**config.mk**
```make
export PLATFORM = sky130hd
export DESIGN_NAME = systemizer_loader
export DESIGN_NICKNAME = d
export VERILOG_FILES = /design/src/rtl/systemizer_pkg.sv /design/src/rtl/sym_unpacker.sv /design/src/rtl/systemizer_loader.sv
export SDC_FILE = /design/constraint.sdc
export NUM_CORES = 1
export LEC_CHECK = 0
export CORE_MARGIN = 2
export CORE_UTILIZATION = 51
export DETAILED_ROUTE_END_ITERATION = 10
export PLACE_DENSITY = 0.79
export SYNTH_ARGS = -nofsm -noshare
export SYNTH_HDL_FRONTEND = slang
export SYNTH_SLANG_ARGS = --single-unit
export TNS_END_PERCENT = 30
```
**constraint.sdc**
```tcl
create_clock -name clk -period 2.7 [get_ports clk]
set_clock_uncertainty 0.15 [all_clocks]
set_input_delay 0.54 -clock clk [delete_from_list [all_inputs] [get_ports clk]]
set_output_delay 0.54 -clock clk [all_outputs]
set_load 0.02 [all_outputs]
```
**src/rtl/systemizer_pkg.sv**
```systemverilog
// Shared FSM state type and width helpers for the systemizer front-end loader.
package systemizer_pkg;

    typedef enum logic [2:0] {
        ST_IDLE,
        ST_LOAD,
        ST_KICK,
        ST_WAIT,
        ST_UNLOAD,
        ST_FIN
    } loader_state_t;

    function automatic int calc_sym_w(input int m);
        return (m > 1) ? $clog2(m) : 1;
    endfunction

    function automatic int calc_aw(input int words);
        return (words > 1) ? $clog2(words) : 1;
    endfunction

    function automatic int calc_dw(input int m, input int block);
        return block * calc_sym_w(m);
    endfunction

    function automatic int calc_idx_w(input int block);
        return (block > 1) ? $clog2(block) : 1;
    endfunction

endpackage

```
**src/rtl/sym_unpacker.sv**
```systemverilog
// Holds one memory word read back from the systemizer and hands its symbols out LSB-first.
module sym_unpacker
    import systemizer_pkg::*;
#(
    parameter int SYM_W = 2,
    parameter int BLOCK = 4,
    localparam int DW = SYM_W * BLOCK,
    localparam int IW = calc_idx_w(BLOCK)
) (
    input  logic             clk,
    input  logic             rst,
    input  logic             load,
    input  logic [DW-1:0]    load_data,
    input  logic             out_ready,
    output logic             out_valid,
    output logic [SYM_W-1:0] out_sym,
    output logic             drained
);

    localparam logic [IW-1:0] LAST_IDX = IW'(BLOCK - 1);

    logic [DW-1:0] word_q;
    logic [IW-1:0] idx_q;

    assign drained = out_valid && out_ready && (idx_q == LAST_IDX);

    // The word shifts right as symbols leave, so the next symbol always sits just above the LSB slot.
    always_ff @(posedge clk or posedge rst) begin
        if (rst) begin
            word_q    <= '0;
            idx_q     <= '0;
            out_valid <= 1'b0;
            out_sym   <= '0;
        end else if (load) begin
            word_q    <= load_data;
            idx_q     <= '0;
            out_valid <= 1'b1;
            out_sym   <= load_data[SYM_W-1:0];
        end else if (out_valid && out_ready) begin
            if (idx_q == LAST_IDX) begin
                out_valid <= 1'b0;
            end else begin
                idx_q   <= idx_q + 1'b1;
                word_q  <= word_q >> SYM_W;
                out_sym <= word_q[SYM_W +: SYM_W];
            end
        end
    end

endmodule

```
**src/rtl/systemizer_loader.sv**
```systemverilog
// Packs a symbol stream into systemizer matrix memory, kicks the core, then streams the result back out.
// Optional feature: define SYSLOADER_RANGE_CHECK_EN to abort a job on an out-of-range input symbol.
module systemizer_loader
    import systemizer_pkg::*;
#(
    parameter int L     = 8,
    parameter int K     = 16,
    parameter int M     = 3,
    parameter int BLOCK = 4,
    localparam int SYM_W = calc_sym_w(M),
    localparam int WORDS = L * K / BLOCK,
    localparam int AW    = calc_aw(WORDS),
    localparam int DW    = calc_dw(M, BLOCK)
) (
    input  logic             clk,
    input  logic             rst,
    input  logic             go,
    input  logic             in_valid,
    output logic             in_ready,
    input  logic [SYM_W-1:0] in_sym,
    output logic             out_valid,
    input  logic             out_ready,
    output logic [SYM_W-1:0] out_sym,
    output logic             busy,
    output logic             job_done,
    output logic             job_fail,
    output logic             job_success,
    output logic             err_range,
    output logic             sys_start,
    input  logic             sys_done,
    input  logic             sys_fail,
    input  logic             sys_success,
    output logic             sys_wr_en,
    output logic [AW-1:0]    sys_wr_addr,
    output logic [DW-1:0]    sys_wr_data,
    output logic             sys_rd_en,
    output logic [AW-1:0]    sys_rd_addr,
    input  logic [DW-1:0]    sys_rd_data
);

    localparam int IW = calc_idx_w(BLOCK);
    localparam logic [IW-1:0] LAST_IDX  = IW'(BLOCK - 1);
    localparam logic [AW-1:0] LAST_WORD = AW'(WORDS - 1);

    loader_state_t state;
    logic [IW-1:0] sym_cnt;
    logic [AW-1:0] word_cnt;
    logic [AW-1:0] rd_cnt;
    logic [DW-1:0] pack_q;
    logic [DW-1:0] pack_next;
    logic          rd_pending;
    logic          accept;
    logic          range_bad;
    logic          drained;

    assign accept    = in_valid && in_ready && (state == ST_LOAD);
    assign pack_next = {in_sym, pack_q[DW-1:SYM_W]};

`ifdef SYSLOADER_RANGE_CHECK_EN
    assign range_bad = (32'(in_sym) >= 32'(M));
`else
    assign range_bad = 1'b0;
`endif

    // Main job sequencer; every port it drives is a register updated here.
    always_ff @(posedge clk or posedge rst) begin
        if (rst) begin
            state       <= ST_IDLE;
            sym_cnt     <= '0;
            word_cnt    <= '0;
            rd_cnt      <= '0;
            pack_q      <= '0;
            rd_pending  <= 1'b0;
            in_ready    <= 1'b0;
            busy        <= 1'b0;
            job_done    <= 1'b0;
            job_fail    <= 1'b0;
            job_success <= 1'b0;
            err_range   <= 1'b0;
            sys_start   <= 1'b0;
            sys_wr_en   <= 1'b0;
            sys_wr_addr <= '0;
            sys_wr_data <= '0;
            sys_rd_en   <= 1'b0;
            sys_rd_addr <= '0;
        end else begin
            sys_wr_en  <= 1'b0;
            sys_rd_en  <= 1'b0;
            sys_start  <= 1'b0;
            job_done   <= 1'b0;
            rd_pending <= sys_rd_en;

            unique case (state)
                ST_IDLE: begin
                    if (go) begin
                        state       <= ST_LOAD;
                        busy        <= 1'b1;
                        in_ready    <= 1'b1;
                        sym_cnt     <= '0;
                        word_cnt    <= '0;
                        job_fail    <= 1'b0;
                        job_success <= 1'b0;
                        err_range   <= 1'b0;
                    end
                end

                // A completed word is written the cycle after its last symbol, overlapping the next word.
                ST_LOAD: begin
                    if (accept) begin
                        if (range_bad) begin
                            err_range <= 1'b1;
                            job_fail  <= 1'b1;
                            in_ready  <= 1'b0;
                            state     <= ST_FIN;
                        end else begin
                            pack_q <= pack_next;
                            if (sym_cnt == LAST_IDX) begin
                                sym_cnt     <= '0;
                                sys_wr_en   <= 1'b1;
                                sys_wr_addr <= word_cnt;
                                sys_wr_data <= pack_next;
                                if (word_cnt == LAST_WORD) begin
                                    in_ready <= 1'b0;
                                    state    <= ST_KICK;
                                end else begin
                                    word_cnt <= word_cnt + 1'b1;
                                end
                            end else begin
                                sym_cnt <= sym_cnt + 1'b1;
                            end
                        end
                    end
                end

                ST_KICK: begin
                    sys_start <= 1'b1;
                    state     <= ST_WAIT;
                end

                ST_WAIT: begin
                    if (sys_done) begin
                        job_fail    <= sys_fail;
                        job_success <= sys_success;
                        if (sys_fail) begin
                            state <= ST_FIN;
                        end else begin
                            state       <= ST_UNLOAD;
                            rd_cnt      <= '0;
                            sys_rd_en   <= 1'b1;
                            sys_rd_addr <= '0;
                        end
                    end
                end

                // The next read is only issued once the unpacker has handed out its last symbol.
                ST_UNLOAD: begin
                    if (drained) begin
                        if (rd_cnt == LAST_WORD) begin
                            state <= ST_FIN;
                        end else begin
                            rd_cnt      <= rd_cnt + 1'b1;
                            sys_rd_en   <= 1'b1;
                            sys_rd_addr <= rd_cnt + 1'b1;
                        end
                    end
                end

                ST_FIN: begin
                    job_done <= 1'b1;
                    busy     <= 1'b0;
                    state    <= ST_IDLE;
                end

                default: begin
                    state <= ST_IDLE;
                end
            endcase
        end
    end

    sym_unpacker #(
        .SYM_W (SYM_W),
        .BLOCK (BLOCK)
    ) u_unpacker (
        .clk       (clk),
        .rst       (rst),
        .load      (rd_pending),
        .load_data (sys_rd_data),
        .out_ready (out_ready),
        .out_valid (out_valid),
        .out_sym   (out_sym),
        .drained   (drained)
    );

endmodule
```
==> results.md, run 1 <==
* CP Cell Sequence: ha_1 -> and3_1 -> ha_1 -> nand4b_1 -> nor3_1 -> a21oi_1 -> o21ai_0
* Share of layout cells above drive strength 1 at 14.3%
* Die Y at 72.8 um
* Number of warning messages in the yosys log at 0
* Via count of the first global-routing pass at 1,610
* Total clock buffers created by CTS at 5
* Fraction of power spent switching nets at 26.1%
* Classification of the worst-slack hold path: register to register
* Max-cap violations at 0
* Final hold viol count at 0
* Delay contributed by the slowest stage of the critical path at 0.45 ns
* Highest clock rate at 424 MHz
* Final max-slew violation count at 0
* Int Power at 1.20 mW
* Number of routed nets with antenna violations at 0
* Total number of nets in the final design at 283
* Count of flip-flops with a built-in enable after synthesis at 0
* Root buffer cell: clkbuf_8
* Async set or reset register ratio after synthesis at 100%
* Port Buffers at 46
* Reported net switching power at 0.423 mW
* Number of diodes added for antenna fixing at 0
* Final cell utilization of the core at 65.1%
* Most frequent standard cell in the layout excluding fill and tap cells: dfrtp_1
* Worst-case vdd ir drop at 0.271 mV
* Distinct cell type count after synthesis at 38
* Xor/xnor cell area share of the yosys netlist at 0.363%
* Detailed Route WL at 4550 um
* Setup Total Neg Slack at 0 ns
* Final setup margin at 0.339 ns
* Sort of element at the start of the critical path: register
* Total nets after synthesis at 235
* Most used cell along the critical path: ha_1
* Number of buffers inserted by hold repair at cts at 0
* Adder-cell share of the synthesized area at 3.11%
* Dominant combinational cell family by area after synthesis: multiplexers
* Ratio of routed vias to standard cells at 5.46
* Floorplan die area at 0.00530 mm^2
* Die X at 72.8 um
* FF+latch count, synth at 54
* Crit end category: register
* Sequential cell area at 0.00135 mm^2
* Share of power burned in registers at 58.5%
* First-pass GRT wire length at 7490 um
* Starting DRT DRC Count at 75
* Minimum clock period at 2.36 ns
* Placed standard-cell area at 0.00293 mm^2
* Combinational cell fraction of total power at 14.2%
* Fill cell instance count of the final layout at 371
* Count of TritonRoute iterations in the first routing pass at 4
* Crit-path max FO at 6
* Area of combinational cells with multiple inputs at 978 um^2
* Global route total overflow at 0
* Number of primary I/O pins at 48
* Setup violation total in the final timing report at 0
* Req. time, crit path at 2.78 ns
* Ratio of final minimum period to clock period at 87.5%
* Number of antenna violations at the first check in global routing at 0
* Post-synthesis simple-gate area fraction at 12.9%
* Clock power share at 27.4%
* Proportion of synthesized chip area in sequential cells at 55.9%
* Buffer levels on the longest clock path at 2
* Number of placement rows at 25
* Cell taking the most area after synthesis: dfrtp_1
* Total Routing Usage GR at 18.4%
* Htree depth at 2
* Total DRC errors in the routed layout at 0
* Cells after Synth at 211
* Proportion of netlist area held by the largest area contributor at 55.9%
* Total via count in the routed design at 1,710
* Worst setup path class: register to register
* Design area at 0.00301 mm^2
* Post-CTS setup repair buffer count at 0
* Top cells by area in the synthesized netlist: dfrtp_1 56%, mux2_2 8.9%, mux2i_1 5.0%, nand2_1 4.2%, o21ai_0 3.3%
* Result of the run: finished, final reports clean
* Slowest stage cell on the critical path: dfrtp_1
* Register clock-pin slew on the reported worst setup and hold paths at 0.10 ns
* Worst Setup Slack post-DPL at 0.290 ns
* Initial Utilization at 52.2%
* Arrival time reported for the critical path endpoint at 2.44 ns
* Static Leakage at 1.43 nW
* Average footprint of a synthesized cell at 11.5 um^2
* Core outline area at 0.00463 mm^2
* Clock tree from TritonCTS: done
* Unrepaired setup endpoints after global routing: no
* Commonest cells after routing, fill and taps aside: 54 x dfrtp_1, 46 x clkdlybuf4s50_1, 27 x nand2_1, 19 x mux2_2, 16 x o21ai_0
* PwrDens at 537 mW/mm^2
* Number of clock sinks seen by CTS at 54
* Most common flop cell mapped by yosys: dfrtp_1
* Post-DP HPWL at 3190 um
* CTS-repair resized insts at 0
* Detailed-route wire length per cell at 14.5 um
* Post-synthesis mux area share at 13.8%
* Routability congestion estimate from global placement at 0.805
* Worst rel slew slack at 59.4%
* Maximum number of pins on one net before global-route repair at 26
* Fraction of the mapped netlist area in compound gates at 10.2%
* Mapped cell area at 0.00242 mm^2
* Clk_lat worst skew at 0.31 ns
* Transition time at the pin with the least slew margin at 0.607 ns
* Layout area overhead at 24.7%
-- final timing paths --
path | from | end | slack [ns] | cells past startpoint
max | word_cnt[0]$_DFFE_PP0P_ | word_cnt[2]$_DFFE_PP0P_ | 0.34 | 7
min | sys_rd_en$_DFF_PP0_ | rd_pending$_DFF_PP0_ | 0.22 | 0
max reg2reg | word_cnt[0]$_DFFE_PP0P_ | word_cnt[2]$_DFFE_PP0P_ | 0.34 | 7
min reg2reg | sys_rd_en$_DFF_PP0_ | rd_pending$_DFF_PP0_ | 0.22 | 0
max in group asynchronous | rst | pack_q[7]$_DFFE_PP0P_ | 1.36 | 3
min in group asynchronous | rst | u_unpacker.word_q[4]$_DFFE_PP0P_ | 0.38 | 2
-- critical path: cells and delay by family (launching register included) --
family          cells  cell delay (ns)
simple gates        3             0.92
flops               1             0.45
fa+ha+maj           2             0.45
compound gates      2             0.31
-- through the flow --
step / hold WS [ns] / total power [mW] / cells
5_1_grt: 0.236 / 1.71 / 313
6_report: 0.222 / 1.62 / 313
3_5_place_dp: 0.209 / 1.20 / 306
4_1_cts: 0.227 / 1.64 / 313
2_1_floorplan: 0.325 / 1.11 / 211
3_3_place_gp: 0.209 / 1.18 / 306
-- cell type report --
cell class	count	area share, %
sequential	54	44.9
multi-input combinational	138	32.5
timing repair buffer	51	16.5
clock buffer	5	2.29
tap	54	2.24
inverter	9	1.12
clock inverter	2	0.457
-- layer usage --
layer	part of all wire, %	track usage [%]
met2	45	28.1
met4	2.0	7.41
met3	4.4	3.87
met1	48	25.6
met5	0	0
-- synthesized netlist by cell type, drive strengths merged (5+ instances only) --
cell type,n
mux2i,12
o21ai,17
buf,5
nor2,7
ha,6
dfrtp,54
inv,9
mux2,19
nand3,5
nand2,27
a21oi,7
clkbuf,5
a22oi,5
-- power by group through the flow --
stage | logic, mW | clock network (mW) | registers, mW
final | 0.229 | 0.443 | 0.946
after global routing | 0.263 | 0.485 | 0.958
after CTS | 0.234 | 0.460 | 0.946
after detailed placement | 0.233 | 0 | 0.963
after global placement | 0.225 | 0 | 0.959
after floorplan | 0.154 | 0 | 0.956
-- flip-flops by register name (all words and copies together), names as in the netlist, 3 cells and up --
signal,flops
sys_wr_data,8
u_unpacker.word_q,8
pack_q,6
rd_cnt,5
sys_wr_addr,5
word_cnt,5
state,3
-- kinds of logic (layout without fill, tap and decap cells) --
logic type                 count (synthesis)  count (layout)
AOI/OAI and AO/OA                         39              39
buffers and inverters                     19              67
muxes                                     31              31
xor gates and xnor gates                   1               1
adders and majority gates                  6               6
and+or+nand+nor                           60              60
DFF                                       54              54
other                                      1               1
Note: power is estimated with default switching activity, not from simulation.
==> run 2, diff against run 1 <==
--- a/config.mk
+++ b/config.mk
@@ -8,7 +8,7 @@
 export CORE_MARGIN = 2
 export CORE_UTILIZATION = 51
 export DETAILED_ROUTE_END_ITERATION = 10
-export PLACE_DENSITY = 0.79
+export PLACE_DENSITY = 0.83
 export SYNTH_ARGS = -nofsm -noshare
 export SYNTH_HDL_FRONTEND = slang
 export SYNTH_SLANG_ARGS = --single-unit
==> run 2 against run 1 <==
- first-iteration DRC count rose by 57%
- sequential cell count did not move
- register-to-register slack got worse by 0.03 ns
- non-clock buffer count fell by 1
- critical path depth did not move
- critical path type unchanged
- utilization rose by 0.76 points
- largest cell class unchanged
- die area did not move
==> results.md, run 2 (synthesized netlist as in run 1, its figures left out) <==
* Post-DP HPWL at 3070 um (-3.9%)
* Minimum clock period at 2.39 ns (+0.0282 ns)
* Port Buffers at 46 (unchanged)
* Total number of nets in the final design at 282 (-0.35%)
* Total via count in the routed design at 1,705 (-0.29%)
* Number of routed nets with antenna violations at 0 (unchanged)
* Most frequent standard cell in the layout excluding fill and tap cells: dfrtp_1
* Worst rel slew slack at 61.5% (+2.1 points)
* Initial Utilization at 52.2% (unchanged)
* Instance count along the most critical hold path at 0 (unchanged)
* Sort of element at the start of the critical path: register
* Post-CTS setup repair buffer count at 0 (unchanged)
* Clock tree from TritonCTS: done
* Area of combinational cells with multiple inputs at 978 um^2 (unchanged)
* CP Cell Sequence: ha_1 -> and3_1 -> ha_1 -> nand4b_1 -> nor3_1 -> a21oi_1 -> o21ai_0
* Total clock buffers created by CTS at 5 (unchanged)
* Total stage count of the critical path at 7 (unchanged)
* Total Routing Usage GR at 17.7% (-0.69 points)
* Ratio of final minimum period to clock period at 88.5% (+1.0 points)
* Buffer levels on the longest clock path at 2 (unchanged)
* Count of TritonRoute iterations in the first routing pass at 4 (unchanged)
* Highest clock rate at 419 MHz (-1.2%)
* Final max-slew violation count at 0 (unchanged)
* Detailed route wirelength on metal3 at 208 um (+3.5%)
* Fill cell instance count of the final layout at 376 (+1.3%)
* Maximum number of pins on one net before global-route repair at 55 (+110%)
* Register clock-pin slew on the reported worst setup and hold paths at 0.10 ns (about the same)
* Buffers plus inverters on the worst setup path at 0 (unchanged)
* Root buffer cell: clkbuf_8
* PwrDens at 568 mW/mm^2 (+5.8%)
* Static Leakage at 1.44 nW (+0.97%)
* Max-cap violations at 0 (unchanged)
* Req. time, crit path at 2.79 ns (about the same)
* Delay contributed by the slowest stage of the critical path at 0.45 ns (about the same)
* Detailed-route wire length per cell at 14.1 um (-3.0%)
* Number of diodes added for antenna fixing at 0 (unchanged)
* Clk_lat worst skew at 0.31 ns (about the same)
* Ratio of routed vias to standard cells at 5.45 (-0.29%)
* Unrepaired setup endpoints after global routing: no
* Crit end category: register
* Final hold viol count at 0 (unchanged)
* Most used cell along the critical path: ha_1
* Total instance count after detailed placement at 305 (-0.33%)
* Setup Total Neg Slack at 0 ns (unchanged)
* Number of placement rows at 25 (unchanged)
* Global route total overflow at 0 (unchanged)
* Layout area overhead at 26.1%
* Largest registers: sys_wr_data (8), u_unpacker.word_q (8), pack_q (6)
* Number of primary I/O pins at 48 (unchanged)
* Number of antenna violations at the first check in global routing at 0 (unchanged)
* Number of buffers inserted by hold repair at cts at 0 (unchanged)
* Final cell utilization of the core at 65.8% (+0.76 points)
* Starting DRT DRC Count at 118 (+57%)
* CTS-repair resized insts at 0 (unchanged)
* Total DRC errors in the routed layout at 0 (unchanged)
* First-pass GRT wire length at 7170 um (-4.3%)
* Classification of the worst-slack hold path: register to register
* Detailed-route wire length on metal 1 at 2060 um (-6.3%)
* Via count of the first global-routing pass at 1,572 (-2.4%)
* Commonest cells after routing, fill and taps aside: 54 x dfrtp_1, 46 x clkdlybuf4s50_1, 27 x nand2_1, 19 x mux2_2, 16 x o21ai_0
* Number of clock sinks seen by CTS at 54 (unchanged)
* Detailed Route WL at 4410 um (-3.0%)
* Die Y at 72.8 um (unchanged)
* Floorplan die area at 0.00530 mm^2 (unchanged)
* Routability congestion estimate from global placement at 0.760 (-5.6%)
* Sequential cell area at 0.00135 mm^2 (unchanged)
* Share of layout cells above drive strength 1 at 14.3% (unchanged)
* Arrival time reported for the critical path endpoint at 2.47 ns (+0.03 ns)
* Cell Count, Final, Fillers Out at 313 (unchanged)
* Family with the most delay on the worst path: simple AND/OR/NAND/NOR gates
* Worst setup path class: register to register
* Crit-path max FO at 6 (unchanged)
* Setup violation total in the final timing report at 0 (unchanged)
* Result of the run: finished, final reports clean
* R2R cell count at 7 (unchanged)
* Core outline area at 0.00463 mm^2 (unchanged)
* Amount of wire on met2 after detailed routing at 2040 um (-0.29%)
* Worst-case vdd ir drop at 0.293 mV (+8.4%)
* Die X at 72.8 um (unchanged)
* Transition time at the pin with the least slew margin at 0.575 ns (-0.0317 ns)
* Htree depth at 2 (unchanged)
* Uppermost signal routing layer after detailed routing: met4
* Slowest stage cell on the critical path: dfrtp_1
==> run 2: changes by cell type in the layout (fill, tap and decap cells not counted) <==
cell       delta
buf_4         -2
bufinv_16     +1
buf_12        +1
==> run 2: area by class of cell <==
type | count | share of cell area, %
Sequential cell | 54 | 44.4
Clock buffer | 5 | 2.26
Timing Repair Buffer | 50 | 16.5
Clock inverter | 3 | 1.44
Multi-Input combinational cell | 138 | 32.1
Tap cell | 54 | 2.22
Inverter | 9 | 1.11
==> run 2: worst paths after layout <==
check	from	endpoint	slack, ns
worst max-delay path	word_cnt[0]$_DFFE_PP0P_	word_cnt[2]$_DFFE_PP0P_	0.31
worst min-delay path	sys_rd_en$_DFF_PP0_	rd_pending$_DFF_PP0_	0.23
worst max register to register	word_cnt[0]$_DFFE_PP0P_	word_cnt[2]$_DFFE_PP0P_	0.31
worst min register to register	sys_rd_en$_DFF_PP0_	rd_pending$_DFF_PP0_	0.23
max in group asynchronous	rst	rd_cnt[0]$_DFFE_PP0P_	1.73
min in group asynchronous	rst	u_unpacker.word_q[2]$_DFFE_PP0P_	0.45
==> run 2: power breakdown <==
group	total, mW	switching (mW)	internal (mW)
Combinational	0.239	0.112	0.127
Clock	0.546	0.268	0.278
Sequential	0.947	0.0563	0.891
Total	1.73	0.436	1.30
==> run 2: metal layers <==
metal / vias to the layer above / GRT usage, %
li1: 831 / -
met1: 817 / 24.1
met2: 48 / 26.8
met3: 9 / 4.83
met4: 0 / 7.41
met5: - / 0
==> run 2: per-stage QoR <==
stage               hold WS [ns]  setup slack [ns]  power, mW  cell area [um^2]
global route               0.253             0.168       1.83              3050
global placement           0.207             0.360       1.18              2930
finish                     0.228             0.311       1.73              3050
CTS                        0.232             0.336       1.75              3050
floorplan                  0.325             0.574       1.11              2420
detailed placement         0.210             0.278       1.20              2930
